`src/rtl/key_debounce.sv`:
```
// Push-button conditioner for the 10 MHz domain: 2-flop synchroniser, debounce FSM,
// registered press/release strobes and a wrapping press counter. Long-press strobe under KEY_LONG_PRESS_EN.
module key_debounce #(
  parameter int P_DEBOUNCE_CYCLES = 200000,
  parameter int P_LONG_CYCLES     = 10000000,
  parameter bit P_ACTIVE_LOW      = 1'b1,
  parameter int P_CNT_W           = 8
) (
  input  logic               I_10m_clk,
  input  logic               I_rst_n,
  input  logic               I_key_in,
  output logic               O_key_level,
  output logic               O_key_press,
  output logic               O_key_release,
  output logic               O_key_long,
  output logic [P_CNT_W-1:0] O_press_cnt
);

  localparam int                 LP_DB_W   = $clog2(P_DEBOUNCE_CYCLES);
  localparam logic [LP_DB_W-1:0] LP_DB_MAX = LP_DB_W'(P_DEBOUNCE_CYCLES - 1);

  typedef enum logic [1:0] {
    ST_IDLE,
    ST_PRESS_WAIT,
    ST_PRESSED,
    ST_RELEASE_WAIT
  } state_t;

  state_t               S_state, S_state_nxt;
  logic [LP_DB_W-1:0]   S_db_cnt, S_db_cnt_nxt;
  logic                 S_sync1, S_sync2;
  logic                 S_key_act;
  logic                 S_level_nxt, S_press_nxt, S_release_nxt;
  logic [P_CNT_W-1:0]   S_press_cnt_nxt;

  // Synchroniser idles at the released pin level so reset never looks like a press.
  always_ff @(posedge I_10m_clk or negedge I_rst_n) begin
    if (!I_rst_n) begin
      S_sync1 <= P_ACTIVE_LOW;
      S_sync2 <= P_ACTIVE_LOW;
    end else begin
      S_sync1 <= I_key_in;
      S_sync2 <= S_sync1;
    end
  end

  assign S_key_act = S_sync2 ^ P_ACTIVE_LOW;

  always_ff @(posedge I_10m_clk or negedge I_rst_n) begin
    if (!I_rst_n) begin
      S_state       <= ST_IDLE;
      S_db_cnt      <= '0;
      O_key_level   <= 1'b0;
      O_key_press   <= 1'b0;
      O_key_release <= 1'b0;
      O_press_cnt   <= '0;
    end else begin
      S_state       <= S_state_nxt;
      S_db_cnt      <= S_db_cnt_nxt;
      O_key_level   <= S_level_nxt;
      O_key_press   <= S_press_nxt;
      O_key_release <= S_release_nxt;
      O_press_cnt   <= S_press_cnt_nxt;
    end
  end

  always_comb begin
    S_state_nxt     = S_state;
    S_db_cnt_nxt    = S_db_cnt;
    S_level_nxt     = O_key_level;
    S_press_nxt     = 1'b0;
    S_release_nxt   = 1'b0;
    S_press_cnt_nxt = O_press_cnt;
    case (S_state)
      ST_IDLE: begin
        if (S_key_act) begin
          S_state_nxt  = ST_PRESS_WAIT;
          S_db_cnt_nxt = '0;
        end
      end
      ST_PRESS_WAIT: begin
        if (!S_key_act) begin
          S_state_nxt = ST_IDLE;
        end else if (S_db_cnt == LP_DB_MAX) begin
          S_state_nxt     = ST_PRESSED;
          S_level_nxt     = 1'b1;
          S_press_nxt     = 1'b1;
          S_press_cnt_nxt = O_press_cnt + P_CNT_W'(1);
        end else begin
          S_db_cnt_nxt = S_db_cnt + LP_DB_W'(1);
        end
      end
      ST_PRESSED: begin
        if (!S_key_act) begin
          S_state_nxt  = ST_RELEASE_WAIT;
          S_db_cnt_nxt = '0;
        end
      end
      ST_RELEASE_WAIT: begin
        // A bounce back to pressed keeps the level high and never re-counts the press.
        if (S_key_act) begin
          S_state_nxt = ST_PRESSED;
        end else if (S_db_cnt == LP_DB_MAX) begin
          S_state_nxt   = ST_IDLE;
          S_level_nxt   = 1'b0;
          S_release_nxt = 1'b1;
        end else begin
          S_db_cnt_nxt = S_db_cnt + LP_DB_W'(1);
        end
      end
      default: S_state_nxt = ST_IDLE;
    endcase
  end

`ifdef KEY_LONG_PRESS_EN
  localparam int                   LP_LONG_W   = $clog2(P_LONG_CYCLES);
  localparam logic [LP_LONG_W-1:0] LP_LONG_MAX = LP_LONG_W'(P_LONG_CYCLES - 1);

  logic [LP_LONG_W-1:0] S_long_cnt, S_long_cnt_nxt;
  logic                 S_long_done, S_long_done_nxt;
  logic                 S_long_nxt;

  always_ff @(posedge I_10m_clk or negedge I_rst_n) begin
    if (!I_rst_n) begin
      S_long_cnt  <= '0;
      S_long_done <= 1'b0;
      O_key_long  <= 1'b0;
    end else begin
      S_long_cnt  <= S_long_cnt_nxt;
      S_long_done <= S_long_done_nxt;
      O_key_long  <= S_long_nxt;
    end
  end

  // Held clear until the press is accepted; the done flag limits each press to one strobe.
  always_comb begin
    S_long_cnt_nxt  = S_long_cnt;
    S_long_done_nxt = S_long_done;
    S_long_nxt      = 1'b0;
    case (S_state)
      ST_IDLE, ST_PRESS_WAIT: begin
        S_long_cnt_nxt  = '0;
        S_long_done_nxt = 1'b0;
      end
      ST_PRESSED, ST_RELEASE_WAIT: begin
        if (S_long_cnt != LP_LONG_MAX) begin
          S_long_cnt_nxt = S_long_cnt + LP_LONG_W'(1);
        end else if (!S_long_done) begin
          S_long_nxt      = 1'b1;
          S_long_done_nxt = 1'b1;
        end
      end
      default: begin
        S_long_cnt_nxt  = '0;
        S_long_done_nxt = 1'b0;
      end
    endcase
  end
`else
  assign O_key_long = 1'b0;
`endif

  a_strobe_exclusive : assert property (@(posedge I_10m_clk) disable iff (!I_rst_n)
    !(O_key_press && O_key_release));

  a_db_cnt_range : assert property (@(posedge I_10m_clk) disable iff (!I_rst_n)
    S_db_cnt <= LP_DB_MAX);

endmodule

```
`config.mk`:
```
export PLATFORM = sky130hd
export DESIGN_NAME = key_debounce
export DESIGN_NICKNAME = d
export VERILOG_FILES = /design/src/rtl/key_debounce.sv
export SDC_FILE = /design/constraint.sdc
export NUM_CORES = 1
export LEC_CHECK = 0
export ABC_AREA = 1
export CORE_MARGIN = 2
export CORE_UTILIZATION = 57
export DETAILED_ROUTE_END_ITERATION = 8
export GPL_TIMING_DRIVEN = 1
export PLACE_DENSITY = 0.88
export SETUP_SLACK_MARGIN = 0.1
export SYNTH_ARGS = -nofsm -noshare
export SYNTH_HDL_FRONTEND = slang
export SYNTH_SLANG_ARGS = --single-unit
export TNS_END_PERCENT = 30
```
`constraint.sdc`:
```
create_clock -name I_10m_clk -period 2.2 [get_ports I_10m_clk]
set_input_delay 0.44 -clock I_10m_clk [delete_from_list [all_inputs] [get_ports I_10m_clk]]
set_output_delay 0.44 -clock I_10m_clk [all_outputs]
set_load 0.02 [all_outputs]
```
# After elaboration in Yosys (flattened, before gate mapping)
# Cells that the tools add are included.
classes:
  addsub: 2
  n_eq_ne: 12
  muxes: 23
  bitwise: 1
  reduce_logical: 6
op_table:
  columns: ["operator", "n"]
  rows:
  - ["$mux 18", 5]
  - ["$pmux 18 s4", 1]
  - ["$add 18x1->18 const B", 1]
  - ["$eq 18x18->1 const B", 1]
  - ["$mux 2", 6]
  - ["$ne 2x2->1 const B", 6]
  - ["$mux 1", 9]
  - ["$add 8x1->8 const B", 1]
  - ["$pmux 2 s4", 1]
  - ["$reduce_and 4->1", 2]
  - ["$ne 3x3->1 const B", 2]
  - ["$reduce_and 5->1", 1]
  - ["$eq 2x2->1 const B", 2]
  - ["$reduce_and 3->1", 1]
  - ["$eq 2x1->1 const B", 1]
  - ["$logic_not 2->1", 1]
  - ["$pmux 1 s2", 1]
  - ["$reduce_bool 2->1", 1]
  - ["$not 1->1", 1]
word_totals:
  reg_bits: 33
  inputBits: 3
  out_inout_bits: 12

# Depth between registers and ports, before layout
# Gate-level depths: netlist of the first run.
depth:
  depth_word: 4
  depth_mapped: 10
  ltp_nobuf: 10

# Worst setup path after synthesis of the first run
# No wires, ideal clock.
synth_timing:
  path_type: "register -> register"
  start: "register S_db_cnt[0]"
  end: "register O_press_cnt[2]"
  arrival_ps: 1415
  setup_slack_ps: 667
  stages_incl_launch_ff: 11
  path_buffers: 0
  period_less_slack_ps: 1533
  cell_sequence: "dfrtp_1 ha_1 nand3_2 inv_2 nand3_2 nor2_4 nand2_2 inv_1 nand2_1 nand2_1 nand2_1"
synth_between:
  elab_chain_len: 2
synth_lines:
  columns: ["item", "line_no", "rtl"]
  rows:
  - ["start: declaration", "30", "logic [LP_DB_W-1:0] S_db_cnt, S_db_cnt_nxt;"]
  - ["start signal: assignment", "59", "S_db_cnt <= S_db_cnt_nxt;"]
  - ["$eq 18x18->1", "84", "end else if (S_db_cnt == LP_DB_MAX) begin"]
  - ["$reduce_and 3->1 (no source line)", null, null]
  - ["end signal: assignment", "63", "O_press_cnt <= S_press_cnt_nxt;"]
  - ["end: declaration", "16", "output logic [P_CNT_W-1:0] O_press_cnt"]
# No other way between the ends.
# A chain may end at the register's enable or synchronous reset.

# Final worst setup path of the first run
layout_timing:
  start: "register O_press_cnt[5]"
  end: "output O_press_cnt[5]"
# No word-level cell between the ends.

==> results.sh, run 1 <==
export IMPL_path_class="flip-flop to primary output"
export IMPL_slew_viol_final=0
export IMPL_worstPathRequired_ns=1.76
export IMPL_placed_area_mm2=0.00204
export IMPL_clock_skew_ns=0.00734
export IMPL_cap_violations=0
export IMPL_setup_worst_path_start_class="flip-flop"
export IMPL_crit_buf_inv=1
export IMPL_antenna_cells=0
export IMPL_die_w_um=61.6
export IMPL_path_max_fanout=6
export IMPL_wire_per_inst_um=12.1
export IMPL_antenna_found_initial=0
export IMPL_worstHoldPathType="flip-flop to flip-flop"
export IMPL_tns_ns=0
export IMPL_finalWirelength_um=3800
export IMPL_viasPerCell=5.32
export IMPL_first_iter_violations=105
export IMPL_h_tree_depth=2
export IMPL_cts_buffers_inserted=5
export IMPL_multi_input_area_um2=933
export IMPL_gp_congestion=0.977
export IMPL_area_delta_synth_final_pct=10.7
export IMPL_status="finished clean"
export IMPL_via_count=1676
export IMPL_fin_crit_sh_pct=86.0
export IMPL_ir_drop_mv=0.386
export IMPL_clk_latency_ns=0.34
export IMPL_crit_path_end_kind="primary output"
export IMPL_core_area_mm2=0.00310
export IMPL_final_setup_viol_count=0
export IMPL_reg2reg_from="S_db_cnt[0]$_DFFE_PN0P_"
export IMPL_path_depth=1
export IMPL_hold_buffers=0
export IMPL_synthCells=255
export IMPL_netlist_area_mm2=0.00189
export IMPL_cts_sinks=33
export IMPL_synth_top_area_share_pct=41.0
export IMPL_initial_core_util_pct=60.9
export IMPL_port_buffers=13
export IMPL_drc=0
export IMPL_crit_chain="clkdlybuf4s50_1"
export IMPL_yosysUniqueCellTypes=28
export IMPL_boundaryPins=15
export IMPL_yosys_warnings=0
export IMPL_dieArea_mm2=0.00379
export IMPL_ys_top_cells_by_area="dfrtp_1 41%, nand2_1 17%, nor2_1 6.6%, nand3_1 4.8%, o21ai_1 4.0%"
export IMPL_max_freq_mhz=528
export IMPL_reg2regPathDepth=9
export IMPL_rows=20
export IMPL_clock_tree_buffer_depth=2
export IMPL_register_area_um2=828
export IMPL_dp_cells=307
export IMPL_crit_path_start="O_press_cnt[5]$_DFFE_PN0P_"
export IMPL_track_usage_pct=22.8
export IMPL_ys_seq_area_share_pct=43.8
export IMPL_overflow=0
export IMPL_grt_pass1_wl_um=6250
export IMPL_rsz0062_at_grt="no"
export IMPL_clk_pin_slew_worst_paths_ns=0.10
export IMPL_hold_viol_final=0
export IMPL_crit_family="buffers and inverters"
export IMPL_stdcell_area_mm2=0.00209
export IMPL_p_leak_nw=0.909
export IMPL_final_cell_count_no_fill=315
export IMPL_ant_nets=0
export IMPL_grt_pass1_vias=1385
export IMPL_ys_ff_latch=33
export IMPL_avgSynthCellArea_um2=7.41
export IMPL_reg2reg_slack_ns=0.35
export IMPL_syn_nets=260
export IMPL_cts_tree="done"
export IMPL_drive_above_1_share_pct=7.75
export IMPL_die_h_um=61.6
export IMPL_rr_endpoint="S_db_cnt[0]$_DFFE_PN0P_"
export IMPL_power_per_cell_area_mw_per_mm2=485
export IMPL_cts_root_buffer_cell="clkbuf_4"
export IMPL_synth_largest_area_cell="dfrtp_1"
export IMPL_cts_setup_buffers=0
export IMPL_fillCellCount=254
export IMPL_grt_max_degree=34
export IMPL_cp_slowest_cell="clkdlybuf4s50_1"
export IMPL_nNetsFinal=275
export IMPL_ctsResizeCount=0
export IMPL_critPathMaxStageDelay_ns=0.64
export IMPL_dp_hpwl_um=2700
export IMPL_crit_end="O_press_cnt[5]"
export IMPL_timing_critical_path_arrival_ns=1.45
export IMPL_drt_pass1_iterations=5
export IMPL_finalCriticalPeriod_ns=1.89
## worst min-delay path by stage
stage                         endpoint  cells past startpoint         startpoint  slack (ns)
2_1_floorplan  O_key_level$_DFFE_PN0P_                      0            I_rst_n        0.14
5_1_grt              S_sync2$_DFF_PN1_                      0  S_sync1$_DFF_PN1_        0.37
3_3_place_gp         S_sync2$_DFF_PN1_                      0  S_sync1$_DFF_PN1_        0.35
4_1_cts              S_sync2$_DFF_PN1_                      0  S_sync1$_DFF_PN1_        0.37
6_report             S_sync2$_DFF_PN1_                      0  S_sync1$_DFF_PN1_        0.36
3_5_place_dp         S_sync2$_DFF_PN1_                      0  S_sync1$_DFF_PN1_        0.35
## flip-flops by register name, summed over array words and instances (netlist names), named ones only
register and flops:
S_sync1 1, S_sync2 1, O_key_press 1, O_key_release 1
O_press_cnt 8, O_key_level 1, S_state 1, S_db_cnt 18
## placed cells by master (no fill, tap or decap), types with 3 or more instances in the layout
cell type and n:
clkdlybuf4s50_1 13, nand3_1 18, nor2_1 33, nand4_1 8, xnor2_1 4, dfrtp_1 31
inv_2 3, o21ai_1 15, clkbuf_4 5, o21bai_1 4, nand2_1 84, inv_1 19
xor2_1 7, o21ai_0 5
## cell usage after synthesis
cell type and n:
a21oi_1 1, buf_2 1, buf_4 2, buf_6 2, clkbuf_1 1, conb_1 1, dfrtp_1 31, dfstp_2 2
ha_1 2, inv_1 19, inv_2 3, nand2_1 84, nand2_2 1, nand3_1 18, nand3_2 2, nand3b_1 2
nand4_1 8, nor2_1 33, nor2_2 1, nor2_4 2, nor3_1 2, nor3b_1 1, o21ai_0 5, o21ai_1 15
o21bai_1 4, or2_2 1, xnor2_1 4, xor2_1 7
## where the power goes
part	switching, mW	leakage [nW]	total (mW)	internal (mW)
clock	0.213	0.0310	0.333	0.120
sequential	0.0125	0.450	0.629	0.617
combinational	0.0362	0.428	0.0512	0.0150
## final cells by class
type                    count  area share [%]
clock inverters             3           0.837
repair buffers             14            6.58
well taps                  44            2.63
inverters                  22            3.95
clock buffers               5            1.79
multi-input cells         194            44.6
flip-flops and latches     33            39.6
## cells by family (layout without fill, tap and decap cells)
| group | count (synthesis) | count (layout) | share of synthesized area, % |
|---|---|---|---|
| and+or+nand+nor | 155 | 155 | 35.6 |
| DFF | 33 | 33 | 43.8 |
| buffers and inverters | 28 | 44 | 6.82 |
| AOI/OAI and AO/OA | 25 | 25 | 7.15 |
| xor gates and xnor gates | 11 | 11 | 5.10 |
| adders and majority gates | 2 | 2 | 1.32 |
| other | 1 | 1 | 0.198 |
## per-layer routing
layer  part of all wire (%)  GRT usage [%]
met4                    2.1           10.9
met1                     46           33.1
met2                     44           32.6
met3                    7.8           4.41
met5                      0              0
## per-stage QoR
step	setup WS (ns)	utilization (%)	hold WS (ns)	power [mW]
2_1_floorplan	0.667	-	0.144	0.675
3_3_place_gp	0.406	65.6	0.351	0.692
3_5_place_dp	0.379	65.6	0.348	0.693
4_1_cts	0.299	67.4	0.367	1.02
5_1_grt	0.124	67.4	0.374	1.06
6_report	0.308	67.4	0.364	1.01
No activity file was read; power rests on OpenSTA's default activity.
==> inputs of run 2 (changes only) <==
--- a/config.mk
+++ b/config.mk
@@ -7,11 +7,13 @@
 export LEC_CHECK = 0
 export ABC_AREA = 1
 export CORE_MARGIN = 2
-export CORE_UTILIZATION = 57
+export CORE_UTILIZATION = 60
+export CTS_BUF_LIST = sky130_fd_sc_hd__clkbuf_2 sky130_fd_sc_hd__clkbuf_4 sky130_fd_sc_hd__clkbuf_8
 export DETAILED_ROUTE_END_ITERATION = 8
 export GPL_TIMING_DRIVEN = 1
-export PLACE_DENSITY = 0.88
+export PLACE_DENSITY = 0.92
 export SETUP_SLACK_MARGIN = 0.1
+export SLEW_MARGIN = 20
 export SYNTH_ARGS = -nofsm -noshare
 export SYNTH_HDL_FRONTEND = slang
 export SYNTH_SLANG_ARGS = --single-unit
==> run 2 against run 1 <==
Effect of this change:
- utilization increased by 1.9 points
- cell area grew 0.36%
- sequential share of layout area down 0.14 points
- count of clock-buffer cells in the layout stayed put
- critical path depth is the same
- clock skew decreased by 0.0044 ns
- sequential cell count unchanged
- clock power barely moved
- sequential power is essentially flat
- combinational power fell by 1%
- worst hold slack better by 0.0015 ns
==> results.sh, run 2 (synthesized netlist as in run 1, its figures left out) <==
export IMPL_status="finished clean"
export IMPL_viasPerCell=5.28
export IMPL_clock_tree_buffer_depth=2
export IMPL_crit_buf_inv=1
export IMPL_area_delta_synth_final_pct=11.1
export IMPL_rsz0062_at_grt="no"
export IMPL_dp_cells=308
export IMPL_cts_tree="done"
export IMPL_clk_pin_slew_worst_paths_ns=0.10
export IMPL_p_leak_nw=0.914
export IMPL_switching_power_uw=263
export IMPL_crit_chain="clkdlybuf4s50_1"
export IMPL_final_cell_mix="84 x nand2_1, 33 x nor2_1, 31 x dfrtp_1"
export IMPL_finalWirelength_um=3780
export IMPL_ctsResizeCount=0
export IMPL_sequentialPowerShare_pct=62.0
export IMPL_clock_skew_ns=0.00298
export IMPL_cts_buffers_inserted=5
export IMPL_die_w_um=60.1
export IMPL_finalCriticalPeriod_ns=1.89
export IMPL_drive_above_1_share_pct=8.09
export IMPL_cts_sinks=33
export IMPL_power_per_cell_area_mw_per_mm2=484
export IMPL_p_int_uw=752
export IMPL_largest_register_ffs=18
export IMPL_cts_root_buffer_cell="clkbuf_4"
export IMPL_boundaryPins=15
export IMPL_cp_slowest_cell="clkdlybuf4s50_1"
export IMPL_clk_latency_ns=0.35
export IMPL_worstHoldPathType="flip-flop to flip-flop"
export IMPL_hold_viol_final=0
export IMPL_path_class="flip-flop to primary output"
export IMPL_grt_pass1_wl_um=6180
export IMPL_post_place_ws_ns=0.390
export IMPL_fin_ws_ns=0.310
export IMPL_fin_crit_sh_pct=85.9
export IMPL_port_buffers=13
export IMPL_worstPathRequired_ns=1.76
export IMPL_hold_slack_ns=0.366
export IMPL_hold_buffers=0
export IMPL_dieArea_mm2=0.00362
export IMPL_regMostFlops="S_db_cnt"
export IMPL_rows=20
export IMPL_h_tree_depth=2
export IMPL_max_freq_mhz=529
export IMPL_cts_setup_buffers=0
export IMPL_first_iter_violations=76
export IMPL_dp_hpwl_um=2730
export IMPL_final_setup_viol_count=0
export IMPL_layout_commonest_cell="nand2_1"
export IMPL_slew_viol_final=0
export IMPL_ir_drop_mv=0.482
export IMPL_grt_max_degree=34
export IMPL_clkPwrFrac_pct=33.0
export IMPL_grt_pass1_vias=1380
export IMPL_crit_family="buffers and inverters"
export IMPL_path_max_fanout=5
export IMPL_track_usage_pct=23.6
export IMPL_antenna_cells=0
export IMPL_via_count=1668
export IMPL_gp_congestion=0.971
export IMPL_swShare_pct=25.9
export IMPL_p_comb_share_pct=5.0
export IMPL_final_util_pct=69.3
export IMPL_ant_nets=0
export IMPL_wire_per_inst_um=12.0
export IMPL_cap_violations=0
export IMPL_crit_path_end_kind="primary output"
export IMPL_drt_pass1_iterations=7
export IMPL_nNetsFinal=276
export IMPL_setup_worst_path_start_class="flip-flop"
export IMPL_overflow=0
export IMPL_final_cell_count_no_fill=316
export IMPL_top_regs="S_db_cnt (18), O_press_cnt (8)"
export IMPL_initial_core_util_pct=62.4
export IMPL_timing_critical_path_arrival_ns=1.45
export IMPL_tns_ns=0
export IMPL_antenna_found_initial=0
export IMPL_drc=0
export IMPL_critPathMaxStageDelay_ns=0.64
export IMPL_core_area_mm2=0.00303
export IMPL_die_h_um=60.1
[run 2: through the flow]
| step | total power, mW | cell area (µm²) |
|---|---|---|
| 4_1_cts | 1.02 | 2100 |
| 3_5_place_dp | 0.693 | 2040 |
| 6_report | 1.02 | 2100 |
| 5_1_grt | 1.05 | 2100 |
| 3_3_place_gp | 0.691 | 2040 |
| 2_1_floorplan | 0.675 | 1890 |
[run 2: power groups by stage]
stage	clock [mW]	sequential, mW	combinational, mW
2_1_floorplan	0	0.637	0.0383
3_3_place_gp	0	0.641	0.0504
3_5_place_dp	0	0.641	0.0517
4_1_cts	0.343	0.629	0.0518
5_1_grt	0.362	0.631	0.0584
6_report	0.335	0.630	0.0506
[run 2: layout make-up]
class	instances	area [µm²]
clock inverter	3	17.5
tap	44	55.1
sequential	33	828
timing repair buffer	15	145
multi-input combinational	194	933
clock buffer	5	37.5
fill	223	928
inverter	22	82.6
[run 2: metal layers]
metal	GRT usage, %	share of wire, %	vias to the layer above
li1	-	-	850
met1	33.5	46	754
met2	33.7	46	58
met3	5.19	6.2	6
met4	12.4	2.1	0
met5	0	0	-
[run 2: path summary, 6_finish.rpt]
check	slack, ns	to	from	cells past startpoint
max	0.31	O_press_cnt[6]	O_press_cnt[6]$_DFFE_PN0P_	1
min	0.37	S_sync2$_DFF_PN1_	S_sync1$_DFF_PN1_	0
max reg2reg	0.36	S_db_cnt[6]$_DFFE_PN0P_	S_db_cnt[0]$_DFFE_PN0P_	9
min reg2reg	0.37	S_sync2$_DFF_PN1_	S_sync1$_DFF_PN1_	0
max in group asynchronous	1.41	S_sync2$_DFF_PN1_	I_rst_n	2
min in group asynchronous	0.47	S_db_cnt[5]$_DFFE_PN0P_	I_rst_n	2
==> inputs of run 3 (changes only) <==
--- a/config.mk
+++ b/config.mk
@@ -7,11 +7,12 @@
 export LEC_CHECK = 0
 export ABC_AREA = 1
 export CORE_MARGIN = 2
-export CORE_UTILIZATION = 60
+export CORE_UTILIZATION = 64
 export CTS_BUF_LIST = sky130_fd_sc_hd__clkbuf_2 sky130_fd_sc_hd__clkbuf_4 sky130_fd_sc_hd__clkbuf_8
 export DETAILED_ROUTE_END_ITERATION = 8
+export GPL_ROUTABILITY_DRIVEN = 0
 export GPL_TIMING_DRIVEN = 1
-export PLACE_DENSITY = 0.92
+export PLACE_DENSITY = 0.95
 export SETUP_SLACK_MARGIN = 0.1
 export SLEW_MARGIN = 20
 export SYNTH_ARGS = -nofsm -noshare
==> constraint.sdc (replaced) <==
create_clock -name I_10m_clk -period 2.3 [get_ports I_10m_clk]
set_input_delay 0.46 -clock I_10m_clk [delete_from_list [all_inputs] [get_ports I_10m_clk]]
set_output_delay 0.46 -clock I_10m_clk [all_outputs]
set_load 0.02 [all_outputs]
==> run 3 against run 2 <==
Effect of this change:
- wire length up 5.7%
- non-clock buffer count down 1
- combinational power down 0.8%
- sequential power down 4.3%
- worst hold slack about the same
- largest power group unchanged
- highest routed layer unchanged
==> results.sh, run 3 (synthesized netlist as in run 1, its figures left out) <==
export IMPL_cts_tree="done"
export IMPL_first_iter_violations=118
export IMPL_p_leak_nw=0.913
export IMPL_cts_sinks=33
export IMPL_multi_input_area_um2=933
export IMPL_path_max_fanout=6
export IMPL_nNetsFinal=275
export IMPL_layout_commonest_cell="nand2_1"
export IMPL_min_from="S_sync1$_DFF_PN1_"
export IMPL_viasPerCell=5.60
export IMPL_p_int_uw=733
export IMPL_grt_pass1_vias=1522
export IMPL_cts_root_buffer_cell="clkbuf_4"
export IMPL_drc=0
export IMPL_port_buffers=13
export IMPL_reg2reg_slack_ns=0.40
export IMPL_die_w_um=58.4
export IMPL_hold_buffers=0
export IMPL_switching_power_uw=246
export IMPL_final_cell_mix="84 x nand2_1, 33 x nor2_1, 31 x dfrtp_1"
export IMPL_cap_violations=0
export IMPL_grt_pass1_wl_um=6690
export IMPL_ctsResizeCount=0
export IMPL_clkPwrFrac_pct=33.3
export IMPL_overflow=0
export IMPL_die_h_um=58.4
export IMPL_critPathMaxStageDelay_ns=0.64
export IMPL_stdcell_area_mm2=0.00208
export IMPL_final_setup_viol_count=0
export IMPL_swShare_pct=25.1
export IMPL_holdPathEnd="S_sync2$_DFF_PN1_"
export IMPL_crit_chain="clkdlybuf4s50_1"
export IMPL_clk_latency_ns=0.35
export IMPL_finalWirelength_um=3990
export IMPL_clock_skew_ns=0.0163
export IMPL_p_comb_share_pct=5.1
export IMPL_sequentialPowerShare_pct=61.6
export IMPL_hold_viol_final=0
export IMPL_dp_hpwl_um=2850
export IMPL_fin_crit_sh_pct=83.3
export IMPL_reg2reg_from="S_db_cnt[0]$_DFFE_PN0P_"
export IMPL_top_regs="S_db_cnt (18), O_press_cnt (8)"
export IMPL_grt_max_degree=34
export IMPL_crit_buf_inv=1
export IMPL_rows=19
export IMPL_crit_family="buffers and inverters"
export IMPL_power_per_cell_area_mw_per_mm2=471
export IMPL_cts_setup_buffers=0
export IMPL_fillCellCount=187
export IMPL_crit_path_end_kind="primary output"
export IMPL_worstHoldPathType="flip-flop to flip-flop"
export IMPL_antenna_found_initial=0
export IMPL_regMostFlops="S_db_cnt"
export IMPL_clk_pin_slew_worst_paths_ns=0.10
export IMPL_largest_register_ffs=18
export IMPL_drt_pass1_iterations=5
export IMPL_reg2regPathDepth=9
export IMPL_area_delta_synth_final_pct=9.79
export IMPL_post_place_ws_ns=0.453
export IMPL_track_usage_pct=26.7
export IMPL_h_tree_depth=2
export IMPL_core_area_mm2=0.00278
export IMPL_tns_ns=0
export IMPL_path_class="flip-flop to primary output"
export IMPL_worstPathRequired_ns=1.84
export IMPL_slew_viol_final=0
export IMPL_drive_above_1_share_pct=7.75
export IMPL_register_area_um2=828
export IMPL_dieArea_mm2=0.00340
export IMPL_status="finished clean"
export IMPL_rr_endpoint="S_db_cnt[8]$_DFFE_PN0P_"
export IMPL_boundaryPins=15
export IMPL_rsz0062_at_grt="no"
export IMPL_max_freq_mhz=522
export IMPL_timing_critical_path_arrival_ns=1.46
export IMPL_via_count=1692
export IMPL_setup_worst_path_start_class="flip-flop"
export IMPL_ir_drop_mv=0.485
export IMPL_fin_ws_ns=0.384
export IMPL_ant_nets=0
export IMPL_cts_buffers_inserted=5
export IMPL_whs_path_depth=0
export IMPL_initial_core_util_pct=68.0
export IMPL_antenna_cells=0
export IMPL_placed_area_mm2=0.00202
export IMPL_wire_per_inst_um=13.2
export IMPL_clock_tree_buffer_depth=2
export IMPL_finalCriticalPeriod_ns=1.92
export IMPL_cp_slowest_cell="clkdlybuf4s50_1"
## run 3: cell count changes in the layout (fill, tap and decap cells not counted)
cell        change
clkbuf_4        +1
clkinvlp_4      -1
buf_4           -1
## run 3: worst max path at each step
| stage | startpoint | endpoint | slack, ns | cells after the start |
|---|---|---|---|---|
| after CTS | O_press_cnt[5]$_DFFE_PN0P_ | O_press_cnt[5] | 0.36 | 1 |
| after floorplan | S_db_cnt[0]$_DFFE_PN0P_ | O_press_cnt[2]$_DFFE_PN0P_ | 0.77 | 10 |
| final | O_press_cnt[5]$_DFFE_PN0P_ | O_press_cnt[5] | 0.38 | 1 |
| after global placement | S_db_cnt[0]$_DFFE_PN0P_ | S_db_cnt[12]$_DFFE_PN0P_ | 0.54 | 9 |
| after detailed placement | S_db_cnt[0]$_DFFE_PN0P_ | S_db_cnt[8]$_DFFE_PN0P_ | 0.45 | 9 |
| after global routing | S_db_cnt[0]$_DFFE_PN0P_ | S_db_cnt[10]$_DFFE_PN0P_ | 0.26 | 9 |
## run 3: layout make-up
cell class                      instances  share of cell area, %
Multi-Input combinational cell        194                   45.0
Inverter                               22                   3.98
Sequential cell                        33                   39.9
Clock inverter                          2                  0.482
Timing Repair Buffer                   14                   6.63
Clock buffer                            6                   2.17
Tap cell                               31                   1.87
## run 3: per-stage QoR
step / total power, mW / hold slack, ns / std cells / utilization, %
final: 0.978 / 0.365 / 302 / 74.6
after global routing: 1.02 / 0.370 / 302 / 74.6
after CTS: 0.989 / 0.367 / 302 / 74.6
after detailed placement: 0.664 / 0.350 / 294 / 72.6
after global placement: 0.661 / 0.349 / 294 / 72.6
after floorplan: 0.646 / 0.164 / 255 / -
## run 3: power by group through the flow
stage               combinational, mW  sequential [mW]  clock (mW)
floorplan                      0.0366            0.609           0
global placement               0.0478            0.613           0
detailed placement             0.0500            0.614           0
CTS                            0.0501            0.602       0.337
global route                   0.0567            0.605       0.357
finish                         0.0502            0.603       0.325
## run 3: per-layer routing
metal / wire, µm / vias to the layer above / GRT usage [%] / share of wire (%)
met5: 0 / - / 0 / 0
met4: 65 / 0 / 11.3 / 1.6
met3: 318 / 10 / 9.01 / 8.0
met2: 1840 / 77 / 40.3 / 46
met1: 1760 / 767 / 35.2 / 44
li1: - / 838 / - / -
